$ cat src/rtl/maze_nav_engine.sv
// ---------------------------------------------------------------------------
// maze_nav_engine
//   Maze game core for a 96x64 RGB565 OLED. Tracks the player cell, moves it
//   on pushbutton presses (wall/edge collision, auto-repeat with a cooldown),
//   performs goal-cell wire cutting and renders the colour of the pixel
//   addressed by (x, y) with one cycle of latency.
//
//   Build option: define MAZE_TRAIL_EN to add a visited-cell register and
//   render visited cells in COL_TRAIL. Undefined, no trail is kept.
//
// Ports
//   basys_clock  in   system clock
//   reset        in   synchronous, active-high
//   pb[4:0]      in   buttons {down, right, left, up, centre}, asynchronous
//   sw           in   per-wire arm switches
//   x, y         in   pixel coordinate from coord_system
//   oled_data    out  RGB565 colour of (x, y), registered
//   wire_to_cut  out  one-hot cut wire, held until reset
//   cut_valid    out  one-cycle pulse when a cut is made
//   player_x/y   out  current player cell
//   done         out  high once a wire has been cut
// ---------------------------------------------------------------------------
module maze_nav_engine #(
    parameter int SCREEN_W    = 96,
    parameter int SCREEN_H    = 64,
    parameter int CELL_LOG2   = 3,
    parameter int GRID_W      = 12,
    parameter int GRID_H      = 8,
    parameter logic [GRID_W*GRID_H-1:0] WALL_MAP = '0,
    parameter int N_WIRES     = 3,
    parameter logic [N_WIRES*8-1:0] GOAL_IDX = {8'd95, 8'd71, 8'd47},
    parameter int START_IDX   = 0,
    parameter int MOVE_PERIOD = 10_000_000,
    parameter logic [15:0] COL_BG     = 16'h0000,
    parameter logic [15:0] COL_WALL   = 16'hFFFF,
    parameter logic [15:0] COL_GOAL   = 16'h07E0,
    parameter logic [15:0] COL_PLAYER = 16'hF800,
    parameter logic [15:0] COL_TRAIL  = 16'h001F,
    localparam int PX_W  = (GRID_W > 1) ? $clog2(GRID_W) : 1,
    localparam int PY_W  = (GRID_H > 1) ? $clog2(GRID_H) : 1
) (
    input  logic                basys_clock,
    input  logic                reset,
    input  logic [4:0]          pb,
    input  logic [N_WIRES-1:0]  sw,
    input  logic [6:0]          x,
    input  logic [5:0]          y,
    output logic [15:0]         oled_data,
    output logic [N_WIRES-1:0]  wire_to_cut,
    output logic                cut_valid,
    output logic [PX_W-1:0]     player_x,
    output logic [PY_W-1:0]     player_y,
    output logic                done
);

    localparam int N_CELLS = GRID_W * GRID_H;
    localparam int IDX_W   = (N_CELLS > 1) ? $clog2(N_CELLS) : 1;
    localparam int CNT_W   = (MOVE_PERIOD > 1) ? $clog2(MOVE_PERIOD) : 1;
    localparam logic [PX_W-1:0] START_X = PX_W'(START_IDX % GRID_W);
    localparam logic [PY_W-1:0] START_Y = PY_W'(START_IDX / GRID_W);

    typedef enum logic [1:0] {
        ST_PLAY,
        ST_HOLD,
        ST_DONE
    } state_t;

    // ---------------------------------------------------------------- state
    state_t               state_q, state_d;
    logic [4:0]           pb_meta_q, pb_sync_q;
    logic [PX_W-1:0]      px_q, px_d;
    logic [PY_W-1:0]      py_q, py_d;
    logic [CNT_W-1:0]     cnt_q, cnt_d;
    logic [N_WIRES-1:0]   cut_q, cut_d;
    logic                 cut_valid_q, cut_valid_d;
    logic                 done_q, done_d;
    logic [15:0]          pix_q, pix_d;
    logic [N_CELLS-1:0]   visited;

`ifdef MAZE_TRAIL_EN
    logic [N_CELLS-1:0]   visited_q, visited_d;
    assign visited = visited_q;
`else
    // No trail is kept; the trail branch of the renderer never fires.
    assign visited = '0;
`endif

    // --------------------------------------------------- movement / cutting
    logic [IDX_W-1:0]     cur_idx;
    logic [IDX_W-1:0]     tgt_idx;
    logic [PX_W-1:0]      tgt_x;
    logic [PY_W-1:0]      tgt_y;
    logic                 tgt_valid;
    logic                 goal_hit;
    logic [N_WIRES-1:0]   goal_sel;

    assign cur_idx = IDX_W'(int'(py_q) * GRID_W + int'(px_q));
    assign tgt_idx = IDX_W'(int'(tgt_y) * GRID_W + int'(tgt_x));

    always_comb begin
        state_d     = state_q;
        px_d        = px_q;
        py_d        = py_q;
        cnt_d       = cnt_q;
        cut_d       = cut_q;
        cut_valid_d = 1'b0;
        done_d      = done_q;
`ifdef MAZE_TRAIL_EN
        visited_d   = visited_q;
`endif
        tgt_x       = px_q;
        tgt_y       = py_q;
        tgt_valid   = 1'b0;
        goal_hit    = 1'b0;
        goal_sel    = '0;

        // Lowest-numbered armed goal matching the current cell wins.
        for (int k = 0; k < N_WIRES; k++) begin
            if (!goal_hit && sw[k] &&
                int'(cur_idx) == int'(GOAL_IDX[k*8 +: 8])) begin
                goal_hit = 1'b1;
                goal_sel = N_WIRES'(1) << k;
            end
        end

        // Adjacent target, direction priority up > down > left > right;
        // tgt_valid stays low when the step would leave the grid.
        if (pb_sync_q[1]) begin
            if (py_q != '0) begin
                tgt_y     = py_q - 1'b1;
                tgt_valid = 1'b1;
            end
        end else if (pb_sync_q[4]) begin
            if (py_q != PY_W'(GRID_H - 1)) begin
                tgt_y     = py_q + 1'b1;
                tgt_valid = 1'b1;
            end
        end else if (pb_sync_q[2]) begin
            if (px_q != '0) begin
                tgt_x     = px_q - 1'b1;
                tgt_valid = 1'b1;
            end
        end else if (pb_sync_q[3]) begin
            if (px_q != PX_W'(GRID_W - 1)) begin
                tgt_x     = px_q + 1'b1;
                tgt_valid = 1'b1;
            end
        end

        case (state_q)
            ST_PLAY: begin
                if (pb_sync_q[0]) begin
                    // Centre press shadows any direction held with it.
                    if (goal_hit) begin
                        cut_d       = goal_sel;
                        cut_valid_d = 1'b1;
                        done_d      = 1'b1;
                        state_d     = ST_DONE;
                    end
                end else if (tgt_valid && !WALL_MAP[tgt_idx]) begin
                    px_d    = tgt_x;
                    py_d    = tgt_y;
                    cnt_d   = CNT_W'(MOVE_PERIOD - 1);
                    state_d = ST_HOLD;
`ifdef MAZE_TRAIL_EN
                    visited_d[tgt_idx] = 1'b1;
`endif
                end
            end
            ST_HOLD: begin
                if (cnt_q == '0) begin
                    state_d = ST_PLAY;
                end else begin
                    cnt_d = cnt_q - 1'b1;
                end
            end
            ST_DONE: begin
                // Terminal until reset.
            end
            default: begin
                state_d = ST_PLAY;
            end
        endcase
    end

    // ------------------------------------------------------------- renderer
    logic [6:0]           cx;
    logic [5:0]           cy;
    logic                 pix_in_grid;
    logic [IDX_W-1:0]     pix_idx;
    logic                 pix_goal;

    assign cx = x >> CELL_LOG2;
    assign cy = y >> CELL_LOG2;
    assign pix_in_grid = (int'(x) < SCREEN_W) && (int'(y) < SCREEN_H) &&
                         (int'(cx) < GRID_W) && (int'(cy) < GRID_H);
    assign pix_idx = IDX_W'(int'(cy) * GRID_W + int'(cx));

    always_comb begin
        pix_goal = 1'b0;
        for (int k = 0; k < N_WIRES; k++) begin
            if (int'(pix_idx) == int'(GOAL_IDX[k*8 +: 8])) begin
                pix_goal = 1'b1;
            end
        end
    end

    always_comb begin
        pix_d = COL_BG;
        if (pix_in_grid) begin
            if (pix_idx == cur_idx) begin
                pix_d = COL_PLAYER;
            end else if (pix_goal) begin
                // Goals win over walls, so a walled goal still shows green.
                pix_d = COL_GOAL;
            end else if (visited[pix_idx]) begin
                pix_d = COL_TRAIL;
            end else if (WALL_MAP[pix_idx]) begin
                pix_d = COL_WALL;
            end
        end
    end

    // ------------------------------------------------------------ registers
    always_ff @(posedge basys_clock) begin
        if (reset) begin
            state_q     <= ST_PLAY;
            pb_meta_q   <= '0;
            pb_sync_q   <= '0;
            px_q        <= START_X;
            py_q        <= START_Y;
            cnt_q       <= '0;
            cut_q       <= '0;
            cut_valid_q <= 1'b0;
            done_q      <= 1'b0;
            pix_q       <= COL_BG;
`ifdef MAZE_TRAIL_EN
            visited_q   <= N_CELLS'(1) << START_IDX;
`endif
        end else begin
            state_q     <= state_d;
            pb_meta_q   <= pb;
            pb_sync_q   <= pb_meta_q;
            px_q        <= px_d;
            py_q        <= py_d;
            cnt_q       <= cnt_d;
            cut_q       <= cut_d;
            cut_valid_q <= cut_valid_d;
            done_q      <= done_d;
            pix_q       <= pix_d;
`ifdef MAZE_TRAIL_EN
            visited_q   <= visited_d;
`endif
        end
    end

    assign oled_data   = pix_q;
    assign wire_to_cut = cut_q;
    assign cut_valid   = cut_valid_q;
    assign player_x    = px_q;
    assign player_y    = py_q;
    assign done        = done_q;

endmodule

$ cat config.mk
export PLATFORM = sky130hd
export DESIGN_NAME = maze_nav_engine
export DESIGN_NICKNAME = d
export VERILOG_FILES = /design/src/rtl/maze_nav_engine.sv
export SDC_FILE = /design/constraint.sdc
export NUM_CORES = 1
export LEC_CHECK = 0
export CORE_MARGIN = 2
export CORE_UTILIZATION = 45
export CTS_BUF_LIST = sky130_fd_sc_hd__clkbuf_4 sky130_fd_sc_hd__clkbuf_8 sky130_fd_sc_hd__clkbuf_16
export DETAILED_ROUTE_END_ITERATION = 12
export PLACE_DENSITY = 0.69
export SLEW_MARGIN = 10
export SYNTH_ARGS = -nofsm -noshare
export SYNTH_HDL_FRONTEND = slang
export SYNTH_SLANG_ARGS = --single-unit
$ cat constraint.sdc
create_clock -name basys_clock -period 4 [get_ports basys_clock]
set_input_delay 1 -clock basys_clock [delete_from_list [all_inputs] [get_ports basys_clock]]
set_output_delay 1 -clock basys_clock [all_outputs]
set_load 0.05 [all_outputs]
## Word-level counts from Yosys, hierarchy flattened

Memory sizes are Yosys's and may differ from the RTL's.
Index checks and enable logic that the tools add are counted.

| operators by class | value |
|---|---|
| add/sub/neg operators | 8 |
| multipliers | 3 |
| order comparisons | 5 |
| equality and inequality tests | 17 |
| multiplexer cells | 42 |
| bitwise operators | 4 |
| reductions and logical operators | 24 |

Operator list:

| kind | number |
|---|---|
| $mux 24 | 3 |
| $pmux 24 s2 | 1 |
| $eq 7x7->1 const B | 6 |
| $logic_not 24->1 | 1 |
| $mux 4 | 6 |
| $sub 24x1->24 const B | 1 |
| $add 7x4->7 | 3 |
| $mux 1 | 18 |
| $lt 7x8->1 const B | 2 |
| $mux 16 | 1 |
| $mul 3x2->5 const B | 3 |
| $mux 3 | 5 |
| $mux 11 | 1 |
| $mux 2 | 5 |
| $ne 3x3->1 const B | 3 |
| $logic_and 1x1->1 | 8 |
| $ne 2x2->1 const B | 4 |
| $reduce_and 4->1 | 2 |
| $eq 7x7->1 | 1 |
| $lt 7x7->1 const B | 1 |
| $pmux 2 s3 | 1 |
| $reduce_and 3->1 | 2 |
| $reduce_or 3->1 | 2 |
| $mux 5 | 1 |
| other kinds (17) | 22 |

| storage, ports and cells | value |
|---|---|
| register bits | 64 |
| memory bits (read-only) | 256 |
| input port bits | 23 |
| output and inout port bits | 28 |
| logic and storage cells | 117 |
| memories | 2 |

Memory list:

| name | depth | bits a word | rd ports | clocked after memory_dff | wr ports | RTL line | source |
|---|---|---|---|---|---|---|---|
| (name not given) | 128 | 1 | 1 | 0 | 0 | 218 | `end else if (WALL_MAP[pix_idx]) begin` |
| (name not given) | 128 | 1 | 1 | 0 | 0 | 160 | `end else if (tgt_valid && !WALL_MAP[tgt_idx]) begin` |

## Depth between registers and ports, before layout

Gate-level depths: netlist of run 1.

| logic depth | value |
|---|---|
| depth in word-level cells | 16 |
| gate-level depth with buffers | 10 |
| gate-level depth less buffers | 10 |

## Worst setup path before layout of run 1

Ideal clock, no wire load.

| timing | value |
|---|---|
| kind | in2reg |
| start point | input y[3] |
| end point | register pix_q[9] (netlist: oled_data[9]) |
| setup time | 0.060 ns |
| arrival time | 2.971 ns |
| data required time | 3.940 ns |
| setup slack | 0.969 ns |
| stages | 8 |
| buffers on the path | 0 |
| cells stage by stage | ha_1 inv_1 fa_1 nor3b_1 xnor2_1 or4b_2 nand3_1 and3b_1 |

| on the way | value |
|---|---|
| cells in the longest elaborated chain, start to end | 7 |
| elaborated cells on any way between the ends | 14 |
| those cells by class | add/sub: 1; mul: 1; order compare: 1; eq/ne: 4; mux: 4; bitwise: 1; reduce/logical: 2 |

Ends and longest elaborated chain:

| what | RTL line | source |
|---|---|---|
| from (decl) | 47 | `input logic [5:0] y,` |
| $mul 3x2->5 | 197 | `assign pix_idx = IDX_W'(int'(cy) * GRID_W + int'(cx));` |
| $add 7x4->7 | 197 |  |
| $eq 7x7->1 | 202 | `if (int'(pix_idx) == int'(GOAL_IDX[k*8 +: 8])) begin` |
| $mux 1 (3 in a row) | 202 |  |
| $mux 11 | 213 | `end else if (pix_goal) begin` |
| to (signal assigned) | 250 | `pix_q <= pix_d;` |
| to (decl) | 77 | `logic [15:0] pix_q, pix_d;` |

Several ways; a longest one is shown, not always the timed one.
A chain may end at the register's enable or synchronous reset.

## Final worst setup path of run 1

| timing | value |
|---|---|
| start point | input y[4] |
| end point | register pix_q[9] (netlist: oled_data[9]) |

The elaborated chain is that of the path after synthesis.

==> metrics.md, run 1 <==
| Metric | Value |
|---|---|
| EDFF count, synth | `0` |
| Nets | `414` |
| Final period utilization | `a little over four fifths` |
| RePlAce Congestion | `~0.83` |
| Post-DP HPWL | `roughly 4200 µm` |
| Fmax | `0.295 GHz` |
| Mapped Area | `0.00306 mm²` |
| Final ANT Viol Nets | `0` |
| Top-Level Pins | `~50` |
| Hold Fails Final Rpt | `0` |
| Reg2Reg Depth | `10` |
| Via count | `approximately 2400` |
| Worst reg2reg path startpoint | `player_y[1]` |
| GR peak layer | `met2` |
| Layout cells sized above 1 | `between 7 and 8%` |
| Syn Inst Count | `343` |
| Via density per instance | `about 5.3` |
| Max Clock Skew | `between 5 and 6 ps` |
| First-pass GRT wire length | `approximately 9600 µm` |
| Worst-Margin Slew | `678 ps` |
| Diode count | `0` |
| Vias in the first global route | `2143` |
| P_leak | `1.31 nW` |
| P per Cell Area | `about 370 mW/mm²` |
| Gr usage total | `approximately 16%` |
| Largest net degree at the start of global routing | `27` |
| Post-synthesis average cell area | `around 9 µm²` |
| Final Slew Violations | `0` |
| Worst-path fanout max | `4` |
| Setup Fix Bufs, Post-CTS | `0` |
| Clk Latency, worst-skew pair | `around 300 ps` |
| CP required | `around 4300 ps` |
| CTS Sinks | `50` |
| Non-Filler Instances | `around 450` |
| Startpoint Class | `primary input` |
| CP max stage delay | `between 600 and 700 ps` |
| Worst Setup SP | `y[4]` |
| Placed cell count | `about 440` |
| Critical Path AT | `roughly 3600 ps` |
| Setup TNS | `0 ps` |
| GR Overflow Total | `0` |
| Initial antenna violation count | `0` |
| Placeable Area | `approximately 0.0067 mm²` |
| Reg clk slew, reported paths | `90 ps` |
| Resize count post-CTS | `0` |
| Residual DRC | `0` |
| GR Layer Usage met1 | `a little over a fifth` |
| Cell Chain, Critical Path | `clkdlybuf4s50_1, ha_1, inv_1, fa_1, nor3b_1, xnor2_1, or4b_2, nand3_1, and3b_1` |
| Number of I/O port buffers | `39` |
| Most instantiated library cell after synthesis | `dfxtp_1` |
| Max-cap violations | `0` |
| Status | `finished, final reports clean` |
| Die area | `0.00747 mm²` |
| Top cell family by delay on the critical path | `simple AND/OR/NAND/NOR gates` |
| Starting Density | `45.8%` |
| Slew margin rel. | `around 55%` |
| Final setup fails | `0` |
| Top cells by area, synth | `dfxtp_1 (33%), ha_1 (5.7%), xor2_1 (5.4%)` |
| RSZ-0062 raised after global routing | `no` |
| Die X | `~86 µm` |
| Wirelength, routed | `approximately 5600 µm` |
| Hold/Removal Path Class | `register to register` |
| Filler cell count | `~610` |
| Seq cells post-synth | `50` |
| CP bufs+invs | `2` |
| Root buffer cell | `clkbuf_8` |
| End point of the critical path | `oled_data[9]` |
| Cell taking the most area after synthesis | `dfxtp_1` |
| First-iteration detailed-routing DRC count | `around 120` |
| CP Class | `primary input to register` |
| Min Tclk post-route | `3390 ps` |
| Unique masters post-synth | `55` |
| Worst reg2reg endpoint | `wire_to_cut[2]` |
| CTS hold repair buffers | `0` |
| Critical path depth | `9` |
| Sequential-to-total area share from yosys stat | `approximately a third` |
| Crit end category | `register` |
| Top-area cell type share of the netlist area | `32.7%` |
| Area growth from synthesis to layout | `15.5%` |
| Wire length per cell | `around 12 µm` |
| Met2 Usage GRT | `between 20% and 30%` |
| Yosys warnings | `0` |
| Main synth FF type | `dfxtp_1` |
| VDD IR max | `around 0.00021 V` |
| Worst R2R Setup Slack | `1290 ps` |
| Cts bufs inserted | `5` |
| Rows | `30` |
| Die H | `86.4 µm` |
| Post-synth top cells | `dfxtp_1 (50), nor2_1 (31), a21oi_1 (21), inv_1 (21), xor2_1 (19)` |
| Detailed-router iteration count before antenna repair | `4` |
| M3 GR Usage | `3.14%` |
| Synth async-reset ratio | `0%` |
| CTS tree | `built` |
| Slowest cell on the critical path | `or4b_2` |
| # H-tree levels | `2` |
| Maximum root-to-sink buffer count | `2` |
area by class of cell:
class                           count  area [µm²]  area share [%]
Multi-Input combinational cell    250        1820            51.6
Sequential cell                    50        1000            28.3
Timing Repair Buffer               43         420            11.9
Tap cell                           80         100            2.83
Inverter                           21        78.8            2.23
Clock buffer                        5        68.8            1.95
Clock inverter                      3        40.0            1.13
report_power, final:
part / switching, W / leakage, nW / internal, W / total [W]
logic: 0.000229 / 0.843 / 0.000161 / 0.000389
registers: 0.0000446 / 0.410 / 0.000537 / 0.000582
clock network: 0.000168 / 0.0579 / 0.000184 / 0.000352
flip-flops by register name, indices dropped and copies added, names as in the netlist, 2 cells and up:
register	flops
player_y	3
wire_to_cut	3
cnt_q	24
player_x	4
oled_data	2
pb_sync_q	5
state_q	2
pb_meta_q	5
cells by family after synthesis:
kind of cell	count (synthesis)	synth area share, %
multiplexers	2	0.655
buffers and inverters	47	8.10
AND/OR/NAND/NOR	133	26.3
other	1	0.123
AO/OA/AOI/OAI	53	11.9
XOR/XNOR	37	10.6
adder cells (fa/ha/maj)	20	9.66
flip-flops	50	32.7
per-layer routing:
layer | vias to the layer above | part of all wire, %
met2 | 46 | 46
met1 | 1128 | 50
li1 | 1239 | -
met3 | 2 | 3.6
met4 | 0 | 0.65
met5 | - | 0
worst min path at each step:
stage | from | to | slack [ps] | cells past startpoint
3_3_place_gp | pb_meta_q[2] | pb_sync_q[2] | 420 | 1
5_1_grt | pb_meta_q[3] | pb_sync_q[3] | 470 | 1
4_1_cts | pb_meta_q[3] | pb_sync_q[3] | 440 | 1
6_report | pb_meta_q[3] | pb_sync_q[3] | 440 | 1
3_5_place_dp | pb_meta_q[3] | pb_sync_q[3] | 420 | 1
2_1_floorplan | pb_meta_q[0] | pb_sync_q[0] | 410 | 1
layout by cell type (no fill, tap or decap), types with 3 or more instances in the layout:
| master | n |
|---|---|
| nor2_1 | 31 |
| or3_1 | 4 |
| nand2_1 | 12 |
| buf_4 | 4 |
| conb_1 | 5 |
| ha_1 | 14 |
| a21oi_1 | 21 |
| or4_1 | 4 |
| o31ai_1 | 3 |
| a311oi_1 | 6 |
| nor2b_1 | 16 |
| nor3_1 | 9 |
| a211oi_1 | 5 |
| xor2_1 | 19 |
| dfxtp_1 | 50 |
| nand4_1 | 11 |
| inv_1 | 21 |
| nand2b_1 | 4 |
| nor4_1 | 5 |
| xnor2_1 | 18 |
| and2_1 | 4 |
| clkdlybuf4s50_1 | 39 |
| clkbuf_8 | 5 |
| fa_1 | 6 |
| nor3b_1 | 3 |
| nand4b_1 | 3 |
| nand3_1 | 10 |
| o21ai_0 | 5 |
per-stage QoR:
stage	power, W	util [%]	area, µm²	setup WS (ps)	hold WS (ps)
after floorplan	0.000905	-	3070	969	414
after global placement	0.000974	51.3	3420	332	418
after detailed placement	0.000982	51.3	3420	291	423
after CTS	0.00134	52.9	3530	604	445
after global routing	0.00141	52.9	3530	407	466
final	0.00132	52.9	3530	606	442
(Power assumes the default switching activity.)
==> inputs of run 2 (changes only) <==
--- a/config.mk
+++ b/config.mk
@@ -9,7 +9,7 @@
 export CORE_UTILIZATION = 45
 export CTS_BUF_LIST = sky130_fd_sc_hd__clkbuf_4 sky130_fd_sc_hd__clkbuf_8 sky130_fd_sc_hd__clkbuf_16
 export DETAILED_ROUTE_END_ITERATION = 12
-export PLACE_DENSITY = 0.69
+export PLACE_DENSITY = 0.72
 export SLEW_MARGIN = 10
 export SYNTH_ARGS = -nofsm -noshare
 export SYNTH_HDL_FRONTEND = slang
==> constraint.sdc (replaced) <==
create_clock -name basys_clock -period 2.85 [get_ports basys_clock]
set_input_delay 0.7125 -clock basys_clock [delete_from_list [all_inputs] [get_ports basys_clock]]
set_output_delay 0.7125 -clock basys_clock [all_outputs]
set_load 0.05 [all_outputs]
==> run 2 against run 1 <==
Effect of this change: final cell count rose by 3.3%; die area did not move; sequential cell count did not move; non-clock buffer count rose by 15; setup slack got worse by 490 ps; sequential share of layout area fell by 1.1 points; combinational power rose by 54%; cell area rose by 4.0%; first-iteration DRC count fell by 32%; sequential power rose by 40%; power rose by 41%; register-to-register slack got worse by 1100 ps.
==> metrics.md, run 2 (same netlist as run 1, synthesis figures left out) <==
| Metric | Value |
|---|---|
| Crit end category | `register (unchanged)` |
| Cts bufs inserted | `5 (unchanged)` |
| Worst-path fanout max | `2 (was 4)` |
| First-pass GRT wire length | `10400 µm (was 9560 µm)` |
| # H-tree levels | `2 (unchanged)` |
| P_leak | `1.40 nW (was 1.31 nW)` |
| Final Slew Violations | `0 (unchanged)` |
| Setup TNS | `0 ps (unchanged)` |
| Fin area | `0.00367 mm² (was 0.00353 mm²)` |
| Largest registers | `cnt_q (24), pb_meta_q (5), pb_sync_q (5) (unchanged)` |
| Worst-Margin Slew | `595 ps (was 678 ps)` |
| Area after DPL | `0.00354 mm² (was 0.00342 mm²)` |
| Final setup fails | `0 (unchanged)` |
| CTS Sinks | `50 (unchanged)` |
| Die X | `86.4 µm (unchanged)` |
| CTS hold repair buffers | `0 (unchanged)` |
| Wire length per cell | `13.0 µm (was 12.3 µm)` |
| Comb power frac | `32.3% (was 29.4%)` |
| Top-Level Pins | `51 (unchanged)` |
| Wirelength, routed | `6050 µm (was 5570 µm)` |
| Max-cap violations | `0 (unchanged)` |
| Largest net degree at the start of global routing | `34 (was 27)` |
| P per Cell Area | `506 mW/mm² (was 374 mW/mm²)` |
| Sequential Power Share | `43.8% (was 44.0%)` |
| Slew margin rel. | `60.0% (was 54.7%)` |
| Layout cells sized above 1 | `13.2% (was 7.80%)` |
| First-iteration detailed-routing DRC count | `80 (was 117)` |
| Placed cell count | `459 (was 444)` |
| Detailed-router iteration count before antenna repair | `4 (unchanged)` |
| Vias in the first global route | `2290 (was 2143)` |
| Hold Fails Final Rpt | `0 (unchanged)` |
| Initial antenna violation count | `0 (unchanged)` |
| Via count | `2465 (was 2415)` |
| Critical Path AT | `2990 ps (was 3640 ps)` |
| Non-Filler Instances | `467 (was 452)` |
| RePlAce Congestion | `0.807 (was 0.826)` |
| Post-DP HPWL | `4530 µm (was 4190 µm)` |
| CP Class | `primary input to register (unchanged)` |
| Gr usage total | `17.1% (was 15.7%)` |
| Root buffer cell | `clkbuf_8 (unchanged)` |
| Area growth from synthesis to layout | `20.2% (was 15.5%)` |
| P_int | `0.00120 W (was 0.000882 W)` |
| Final period utilization | `between 90 and 100%` |
| Maximum root-to-sink buffer count | `2 (unchanged)` |
| Number of I/O port buffers | `39 (unchanged)` |
| Die area | `0.00747 mm² (unchanged)` |
| Reg clk slew, reported paths | `100 ps (was 90 ps)` |
| Post-layout util | `55.0% (was 52.9%)` |
| VDD IR max | `0.000233 V (was 0.000212 V)` |
| CP required | `3110 ps (was 4250 ps)` |
| Largest register FFs | `24 (unchanged)` |
| Status | `finished, final reports clean (unchanged)` |
| Max Clock Skew | `13.7 ps (was 5.84 ps)` |
| Startpoint Class | `primary input (unchanged)` |
| Most common cell after layout, fill and taps aside | `dfxtp_1 (unchanged)` |
| Min Tclk post-route | `about 2700 ps` |
| Die H | `86.4 µm (unchanged)` |
| RSZ-0062 raised after global routing | `no (unchanged)` |
| Hold/Removal Path Class | `register to register (unchanged)` |
| Clk Latency, worst-skew pair | `310 ps (was 300 ps)` |
| GR Overflow Total | `0 (unchanged)` |
| Most frequent cells in the layout | `dfxtp_1 (49), clkdlybuf4s50_1 (37), nor2_1 (31) (was dfxtp_1 (50), clkdlybuf4s50_1 (39), nor2_1 (31))` |
| Top reg by flops | `cnt_q (unchanged)` |
| Starting Density | `45.8% (unchanged)` |
| Switching share of power | `35.7% (was 33.3%)` |
| Rows | `30 (unchanged)` |
| NetSw | `0.000664 W (was 0.000441 W)` |
| Setup Fix Bufs, Post-CTS | `0 (unchanged)` |
| Placeable Area | `0.00668 mm² (unchanged)` |
| Nets | `429 (was 414)` |
| CTS tree | `built (unchanged)` |
| Diode count | `0 (unchanged)` |
| Clk pwr share | `23.9% (was 26.6%)` |
| Residual DRC | `0 (unchanged)` |
| Final ANT Viol Nets | `0 (unchanged)` |
| Pwr Total | `0.00186 W (was 0.00132 W)` |
| Via density per instance | `5.28 (was 5.34)` |
| Fmax | `approximately 0.37 GHz` |
==> run 2: stage by stage <==
stage	hold slack, ps	setup WS (ps)
final	445	115
after global routing	463	20.3
after CTS	446	6.19
after detailed placement	420	-418
after global placement	420	-348
after floorplan	414	16.8
==> run 2: final timing paths <==
kind           startpoint        endpoint  slack, ps  cells after the start
max reg2reg   player_y[1]  wire_to_cut[2]        230                      9
min reg2reg  pb_meta_q[1]    pb_sync_q[1]        440                      1
max                  x[5]    oled_data[9]        120                      9
min          pb_meta_q[1]    pb_sync_q[1]        440                      1
==> run 2: power by group through the flow <==
stage	clock, W	sequential, W	combinational, W
after floorplan	0	0.000837	0.000434
after detailed placement	0	0.000831	0.000589
after CTS	0.000451	0.000815	0.000599
after global routing	0.000478	0.000826	0.000667
after global placement	0	0.000829	0.000576
final	0.000444	0.000816	0.000601
==> run 2: timing repair <==
| action | CTS | global route |
|---|---|---|
| pin swaps | 0 | 2 |
| gates resized for setup | 4 | 4 |
| endpoints found under the setup margin | 1 | 1 |
==> run 2: layout make-up <==
type / instances / area (µm²)
fillers: 625 / 3010
clock inverters: 3 / 26.3
flip-flops and latches: 50 / 1000
clock buffers: 5 / 68.8
repair buffers: 58 / 538
well taps: 80 / 100
inverters: 21 / 78.8
multi-input cells: 250 / 1860
==> run 2: per-layer routing <==
| metal | global-route usage [%] | routed length [µm] | part of all wire (%) | vias to the layer above |
|---|---|---|---|---|
| met5 | 0 | 0 | 0 | - |
| met4 | 4.12 | 38 | 0.63 | 0 |
| met3 | 2.86 | 187 | 3.1 | 4 |
| met2 | 28.7 | 2890 | 48 | 49 |
| met1 | 22.9 | 2940 | 49 | 1153 |
| li1 | - | - | - | 1259 |
==> run 2: worst max-delay path: stages <==
cell	delay, ps
clkdlybuf4s50_1	480
ha_1	170
inv_1	70
fa_2	360
nor3b_2	210
xnor2_1	120
or4b_2	640
nand3_1	90
and3b_1	150
